===== src/rtl/channel_select_controller.sv =====
// ============================================================================
// channel_select_controller
// ----------------------------------------------------------------------------
// Purpose:
//   Debounces the "next" and "prev" push buttons and steps the active channel
//   up or down modulo NUM_CHANNELS. The registered channel code drives the RGB
//   LED indicator and the display path. A one-cycle strobe tells downstream
//   blocks to flush their per-channel state whenever the code changes.
//
// Ports:
//   clk              system clock
//   reset            asynchronous, active-high reset (released synchronously)
//   btn_next         raw asynchronous push button, active-high, steps up
//   btn_prev         raw asynchronous push button, active-high, steps down
//   curr_channel     current channel code, registered, 0..NUM_CHANNELS-1
//   channel_changed  one-cycle pulse on the cycle curr_channel takes a new value
//   btn_active       high while either debouncer is in PRESSED or RELEASE_WAIT
//
// Parameters:
//   DEBOUNCE_CYCLES  stable synchronized cycles needed to accept a press or a
//                    release (minimum 2)
//   CNT_W            debounce counter width, 2**CNT_W > DEBOUNCE_CYCLES
//   NUM_CHANNELS     number of valid channel codes, 2..8
//   AUTO_CYCLES      auto-advance period, used only with the macro below
//
// Optional feature (macro CHANNEL_AUTO_CYCLE_EN):
//   When defined, a 32-bit idle timer runs while both debouncers are IDLE and
//   performs a "next" step every AUTO_CYCLES cycles. Any debouncer activity
//   clears the timer. When undefined, only accepted presses change the channel.
// ============================================================================
module channel_select_controller #(
   parameter int DEBOUNCE_CYCLES = 1000000,
   parameter int CNT_W           = 20,
   parameter int NUM_CHANNELS    = 3,
   parameter int AUTO_CYCLES     = 500000000
) (
   input  logic       clk,
   input  logic       reset,
   input  logic       btn_next,
   input  logic       btn_prev,
   output logic [2:0] curr_channel,
   output logic       channel_changed,
   output logic       btn_active
);

   typedef enum logic [1:0] {
      IDLE,
      PRESS_WAIT,
      PRESSED,
      RELEASE_WAIT
   } deb_state_t;

   // The sample that moves the FSM out of IDLE (or PRESSED) is itself the
   // first stable sample, so the counter holds "stable samples seen minus
   // one". The press/release is accepted on the edge that sees the
   // DEBOUNCE_CYCLES-th consecutive stable sample.
   localparam logic [CNT_W-1:0] COUNT_LAST = CNT_W'(DEBOUNCE_CYCLES - 2);
   localparam logic [2:0]       CHAN_LAST  = 3'(NUM_CHANNELS - 1);

   // Elaboration-time guard against illegal parameter combinations.
   if ((NUM_CHANNELS < 2) || (NUM_CHANNELS > 8) || (DEBOUNCE_CYCLES < 2) ||
       ((64'(1) << CNT_W) <= 64'(DEBOUNCE_CYCLES)) || (AUTO_CYCLES < 1)) begin : g_param_check
      $error("channel_select_controller: illegal parameter combination");
   end

   // Index 0 is the "next" button, index 1 is the "prev" button.
   logic [1:0]       btn_raw;
   logic [1:0]       sync_ff1;
   logic [1:0]       sync;
   deb_state_t       deb_state [2];
   logic [CNT_W-1:0] deb_count [2];
   logic [1:0]       accept;
   logic             step_next;
   logic             step_prev;
   logic             auto_step;

   assign btn_raw = {btn_prev, btn_next};

   // Two-flop synchronizers plus the per-button debounce FSMs. Only the
   // second synchronizer flop is allowed to feed the FSMs.
   always_ff @(posedge clk or posedge reset) begin
      if (reset) begin
         sync_ff1 <= '0;
         sync     <= '0;
         for (int i = 0; i < 2; i++) begin
            deb_state[i] <= IDLE;
            deb_count[i] <= '0;
         end
      end else begin
         sync_ff1 <= btn_raw;
         sync     <= sync_ff1;
         for (int i = 0; i < 2; i++) begin
            case (deb_state[i])
               IDLE: begin
                  if (sync[i]) begin
                     deb_state[i] <= PRESS_WAIT;
                     deb_count[i] <= '0;
                  end
               end
               PRESS_WAIT: begin
                  if (!sync[i]) begin
                     deb_state[i] <= IDLE;
                     deb_count[i] <= '0;
                  end else if (deb_count[i] == COUNT_LAST) begin
                     deb_state[i] <= PRESSED;
                     deb_count[i] <= '0;
                  end else begin
                     deb_count[i] <= deb_count[i] + CNT_W'(1);
                  end
               end
               PRESSED: begin
                  if (!sync[i]) begin
                     deb_state[i] <= RELEASE_WAIT;
                     deb_count[i] <= '0;
                  end
               end
               RELEASE_WAIT: begin
                  if (sync[i]) begin
                     deb_state[i] <= PRESSED;
                     deb_count[i] <= '0;
                  end else if (deb_count[i] == COUNT_LAST) begin
                     deb_state[i] <= IDLE;
                     deb_count[i] <= '0;
                  end else begin
                     deb_count[i] <= deb_count[i] + CNT_W'(1);
                  end
               end
               default: begin
                  deb_state[i] <= IDLE;
                  deb_count[i] <= '0;
               end
            endcase
         end
      end
   end

   // Accept pulse: high for the one cycle in which the FSM is about to move
   // from PRESS_WAIT to PRESSED, so the channel updates on that same edge.
   always_comb begin
      accept = '0;
      for (int i = 0; i < 2; i++) begin
         accept[i] = (deb_state[i] == PRESS_WAIT) && sync[i] &&
                     (deb_count[i] == COUNT_LAST);
      end
   end

   // Simultaneous next and prev cancel each other out.
   assign step_next = accept[0] & ~accept[1];
   assign step_prev = accept[1] & ~accept[0];

   assign btn_active = (deb_state[0] == PRESSED) || (deb_state[0] == RELEASE_WAIT) ||
                       (deb_state[1] == PRESSED) || (deb_state[1] == RELEASE_WAIT);

`ifdef CHANNEL_AUTO_CYCLE_EN
   logic [31:0] idle_timer;
   logic        both_idle;

   assign both_idle = (deb_state[0] == IDLE) && (deb_state[1] == IDLE);
   assign auto_step = both_idle && (idle_timer == 32'(AUTO_CYCLES - 1));

   // Idle timer: runs only while neither button is being handled, so any
   // press activity (including an accepted press) restarts the period.
   always_ff @(posedge clk or posedge reset) begin
      if (reset) begin
         idle_timer <= '0;
      end else if (!both_idle || auto_step) begin
         idle_timer <= '0;
      end else begin
         idle_timer <= idle_timer + 32'd1;
      end
   end
`else
   assign auto_step = 1'b0;
`endif

   // Channel register and change strobe. Both are registered so the strobe
   // is high exactly during the first cycle of the new channel value.
   always_ff @(posedge clk or posedge reset) begin
      if (reset) begin
         curr_channel    <= '0;
         channel_changed <= 1'b0;
      end else begin
         channel_changed <= 1'b0;
         if (step_next || auto_step) begin
            curr_channel    <= (curr_channel == CHAN_LAST) ? 3'd0 : curr_channel + 3'd1;
            channel_changed <= 1'b1;
         end else if (step_prev) begin
            curr_channel    <= (curr_channel == 3'd0) ? CHAN_LAST : curr_channel - 3'd1;
            channel_changed <= 1'b1;
         end
      end
   end

endmodule


===== config.mk =====
export PLATFORM = sky130hd
export DESIGN_NAME = channel_select_controller
export DESIGN_NICKNAME = d
export VERILOG_FILES = /design/src/rtl/channel_select_controller.sv
export SDC_FILE = /design/constraint.sdc
export NUM_CORES = 1
export LEC_CHECK = 0
export CAP_MARGIN = 20
export CORE_ASPECT_RATIO = 0.6
export CORE_MARGIN = 4
export CORE_UTILIZATION = 55
export DETAILED_ROUTE_END_ITERATION = 16
export GPL_TIMING_DRIVEN = 0
export HOLD_SLACK_MARGIN = 0.08
export PLACE_DENSITY = 0.75
export SYNTH_ARGS = -nofsm -noshare
export SYNTH_HDL_FRONTEND = slang
export SYNTH_SLANG_ARGS = --single-unit

===== constraint.sdc =====
create_clock -name clk -period 2.04 [get_ports clk]
set_input_delay 0.408 -clock clk [delete_from_list [all_inputs] [get_ports clk]]
set_output_delay 0.408 -clock clk [all_outputs]
set_load 0.03 [all_outputs]

==> metrics.txt <==
# TYPE chip_impl_metric gauge
chip_impl_info{name="outcome",value="finished with violations"} 1
chip_impl_info{name="violations",value="negative setup slack"} 1
chip_impl_metric{name="drtPass1Iterations",unit=""} 5
chip_impl_metric{name="worst_endpoint_required_time",unit="ns"} 2.29
chip_impl_metric{name="slew_violations",unit=""} 0
chip_impl_info{name="yosysTopAreaCell",value="dfrtp_1"} 1
chip_impl_metric{name="fp.dieH",unit="um"} 65.06
chip_impl_metric{name="layout-area-overhead-vs-synth",unit="%"} 25.83
chip_impl_metric{name="report.final.setup_viol",unit=""} 16
chip_impl_metric{name="cts_htree_levels",unit=""} 2
chip_impl_info{name="yosysMostFrequentCell",value="dfrtp_1"} 1
chip_impl_metric{name="cellLeakagePower",unit="nW"} 1.724
chip_impl_metric{name="worst_r2r_path_depth",unit=""} 8
chip_impl_metric{name="grt_start_max_net_pins",unit=""} 38
chip_impl_metric{name="ys_seq_elements",unit=""} 52
chip_impl_info{name="crit_path_end_kind",value="flop"} 1
chip_impl_metric{name="min_period_over_period",unit=""} 1.084
chip_impl_metric{name="layout-drive-gt1-share",unit=""} 0.2602
chip_impl_metric{name="routed_via_density",unit=""} 6.225
chip_impl_info{name="worst_hold_path_type",value="in2async"} 1
chip_impl_metric{name="synth_edf_count",unit=""} 0
chip_impl_metric{name="syn_inst",unit=""} 321
chip_impl_metric{name="first_global_vias",unit=""} 2422
chip_impl_metric{name="setup_ws",unit="ns"} -0.1720
chip_impl_metric{name="initial_cell_density_of_the_core",unit=""} 0.5789
chip_impl_metric{name="power.total",unit="W"} 0.002410
chip_impl_metric{name="power-per-cell-area",unit="nW/um^2"} 641.9
chip_impl_metric{name="numPortBuffers",unit=""} 8
chip_impl_metric{name="cts_made_buffers",unit=""} 5
chip_impl_metric{name="number_of_nets_with_antenna_violations_after_detailed_routing",unit=""} 0
chip_impl_info{name="critical_path_class",value="reg2reg"} 1
chip_impl_metric{name="ctsLongestPathBuffers",unit=""} 2
chip_impl_metric{name="critical_path_arrival",unit="ns"} 2.47
chip_impl_metric{name="detail_route.iter0.violations",unit=""} 258
chip_impl_metric{name="drt_drc_violations_left",unit=""} 0
chip_impl_metric{name="routed-via-count",unit=""} 2708
chip_impl_metric{name="postCtsHoldBufs",unit=""} 0
chip_impl_metric{name="number_of_clock_sinks",unit=""} 52
chip_impl_metric{name="antenna_found_initial",unit=""} 0
chip_impl_metric{name="pre_cts_ws",unit="ns"} -0.3841
chip_impl_metric{name="placedCellCount",unit=""} 396
chip_impl_info{name="synth_top_cells_by_area",value="dfrtp_1 (44%), ha_1 (4.6%), a21o_1 (4.5%)"} 1
chip_impl_metric{name="synth.top_cell.area_share",unit=""} 0.4361
chip_impl_metric{name="report.final.hold_viol_count",unit=""} 0
chip_impl_info{name="cts_tree",value="done"} 1
chip_impl_metric{name="synth.lib_cells_used.distinct",unit=""} 48
chip_impl_metric{name="peakVddDrop",unit="mV"} 0.4563
chip_impl_metric{name="post_synth_instance_area",unit="um^2"} 2984
chip_impl_metric{name="nNetsFinal",unit=""} 383
chip_impl_metric{name="worst_slew_margin_rel",unit=""} 0.5099
chip_impl_metric{name="count_of_synthesis_stage_warnings_from_yosys",unit=""} 0
chip_impl_metric{name="detailed_place_hpwl",unit="mm"} 4.934
chip_impl_metric{name="final-instance-count-excl-fill",unit=""} 435
chip_impl_metric{name="postSynthNetCount",unit=""} 336
chip_impl_metric{name="maxCapViolations",unit=""} 0
chip_impl_metric{name="synth_area_per_cell",unit="um^2"} 9.296
chip_impl_info{name="rsz_0062_raised_after_global_routing",value="true"} 1
chip_impl_metric{name="core.rowCount",unit=""} 20
chip_impl_metric{name="clk_pin_slew_worst_paths",unit="ns"} 0.10
chip_impl_metric{name="synth-async-reset-ratio",unit=""} 1.000
chip_impl_info{name="most_common_flop_cell_mapped_by_yosys",value="dfrtp_1"} 1
chip_impl_metric{name="gp_congestion",unit=""} 0.8468
chip_impl_metric{name="average_wire_per_standard_cell",unit="um"} 18.53
chip_impl_info{name="cts.root.buffer_cell",value="clkbuf_8"} 1
chip_impl_metric{name="clk-insertion-delay-late",unit="ns"} 0.32
chip_impl_metric{name="grt_use_total",unit=""} 0.2343
chip_impl_metric{name="fmax",unit="MHz"} 452.1
chip_impl_metric{name="n_antenna_cell",unit=""} 0
chip_impl_metric{name="boundaryPins",unit=""} 9
chip_impl_metric{name="grt_first_pass_wirelength",unit="mm"} 12.05
chip_impl_metric{name="global_route_overflow",unit=""} 0
chip_impl_metric{name="synth_seq_area_share",unit=""} 0.4361
chip_impl_metric{name="die_w",unit="um"} 103.1
chip_impl_metric{name="wl",unit="mm"} 8.061
chip_impl_info{name="synth_top_cells_by_count",value="dfrtp_1 (52), nand2_1 (32), o21ai_0 (27)"} 1
chip_impl_metric{name="fp.dieArea",unit="um^2"} 6707
chip_impl_metric{name="critical_path_fanout_max",unit=""} 2
chip_impl_metric{name="worst_slew_pin_slew",unit="ns"} 0.7324
chip_impl_metric{name="finClkSkew",unit="ns"} 0.01236
chip_impl_info{name="setup.worst_path.start_class",value="flop"} 1
chip_impl_metric{name="layout_min_cycle_time",unit="ns"} 2.212
chip_impl_metric{name="design.core.area",unit="um^2"} 5155
## routing by layer
metal,part of all wire,vias up,GRT usage
met2,0.44,114,0.3251
met1,0.46,1316,0.3670
met4,0.016,0,0.06300
met5,0,-,0
li1,-,1263,-
met3,0.087,15,0.04516
## through the flow
step	cell area, um^2	util	setup TNS (ns)	hold slack (ns)
after floorplan	2992	-	0	0.3312
after global routing	3755	0.7284	-2.216	0.3803
final	3755	0.7284	-0.8325	0.3763
after global placement	3154	0.6119	-34.01	0.3586
after detailed placement	3174	0.6158	-2.598	0.3516
after CTS	3491	0.6772	-1.002	0.3749
## worst paths after layout
| path | slack (ns) | endpoint | startpoint |
|---|---|---|---|
| worst max register to register | -0.17 | curr_channel[1]$_DFFE_PP0P_ | deb_count[31]$_DFFE_PP0P_ |
| worst max-delay path | -0.17 | curr_channel[1]$_DFFE_PP0P_ | deb_count[31]$_DFFE_PP0P_ |
| max in group asynchronous | 1.13 | deb_count[5]$_DFFE_PP0P_ | reset |
| worst min-delay path | 0.38 | deb_count[29]$_DFFE_PP0P_ | reset |
| min in group clk | 0.38 | sync[0]$_DFF_PP0_ | sync_ff1[0]$_DFF_PP0_ |
| worst min register to register | 0.38 | sync[0]$_DFF_PP0_ | sync_ff1[0]$_DFF_PP0_ |
## critical path, stage by stage (launching register included)
cell	delay [ns]
dfrtp_2	0.44
nor4_2	0.27
nand4_1	0.23
nor4_2	0.22
nand2_1	0.12
nor3b_2	0.20
ha_2	0.22
mux2_2	0.34
o21ai_2	0.11
## layout by cell type (no fill, tap or decap), types with 4 or more instances in the layout
cell type and instances:
dfrtp_1 49, nand2_1 32, buf_4 22, nand3_1 19
nor2_1 18, inv_1 18, a21o_1 18, o21ai_0 15
or3_1 11, o21ai_2 11, buf_6 10, o21ai_1 9
nor3b_1 9, nand4_1 8, nor4_1 8, a21oi_1 7
ha_1 7, clkdlybuf4s50_1 7, clkbuf_8 6, xor2_1 5
and3_1 5, and2_1 5, ha_2 4
## registers in the layout, summed over array words and instances, names as in the netlist, named ones only
name,flops
channel_changed,1
deb_state,2
sync,2
sync_ff1,2
curr_channel,3
deb_count,40
## power breakdown
| part | internal [W] | switching (W) | total, W |
|---|---|---|---|
| logic | 0.000213 | 0.000309 | 0.000523 |
| clock network | 0.000402 | 0.000374 | 0.000775 |
| registers | 0.00107 | 0.0000427 | 0.00111 |
| total | 0.00168 | 0.000726 | 0.00241 |
## timing repair
action	CTS	global route
setup endpoints to repair	27	37
buffers inserted	19	11
pin swaps	15	37
resized for setup	20	48
gates cloned	1	3
## cell families (layout without fill, tap and decap cells)
family / count (synthesis) / in the layout / synth area share
AO/OA/AOI/OAI: 72 / 72 / 0.1535
XOR/XNOR: 7 / 7 / 0.02055
adder cells (fa/ha/maj): 11 / 11 / 0.04612
buffers and inverters: 28 / 76 / 0.04067
flip-flops: 52 / 52 / 0.4361
multiplexers: 5 / 5 / 0.01803
AND/OR/NAND/NOR: 146 / 146 / 0.2851
## area by class of cell
class / count / area, um^2
multi-input combinational: 241 / 1740
fill: 363 / 1400
clock buffer: 6 / 82.58
timing repair buffer: 40 / 346.6
buffer: 9 / 87.58
inverter: 19 / 71.32
clock inverter: 2 / 38.79
tap: 66 / 82.58
sequential: 52 / 1305
Power figures use the tool's default switching activity.
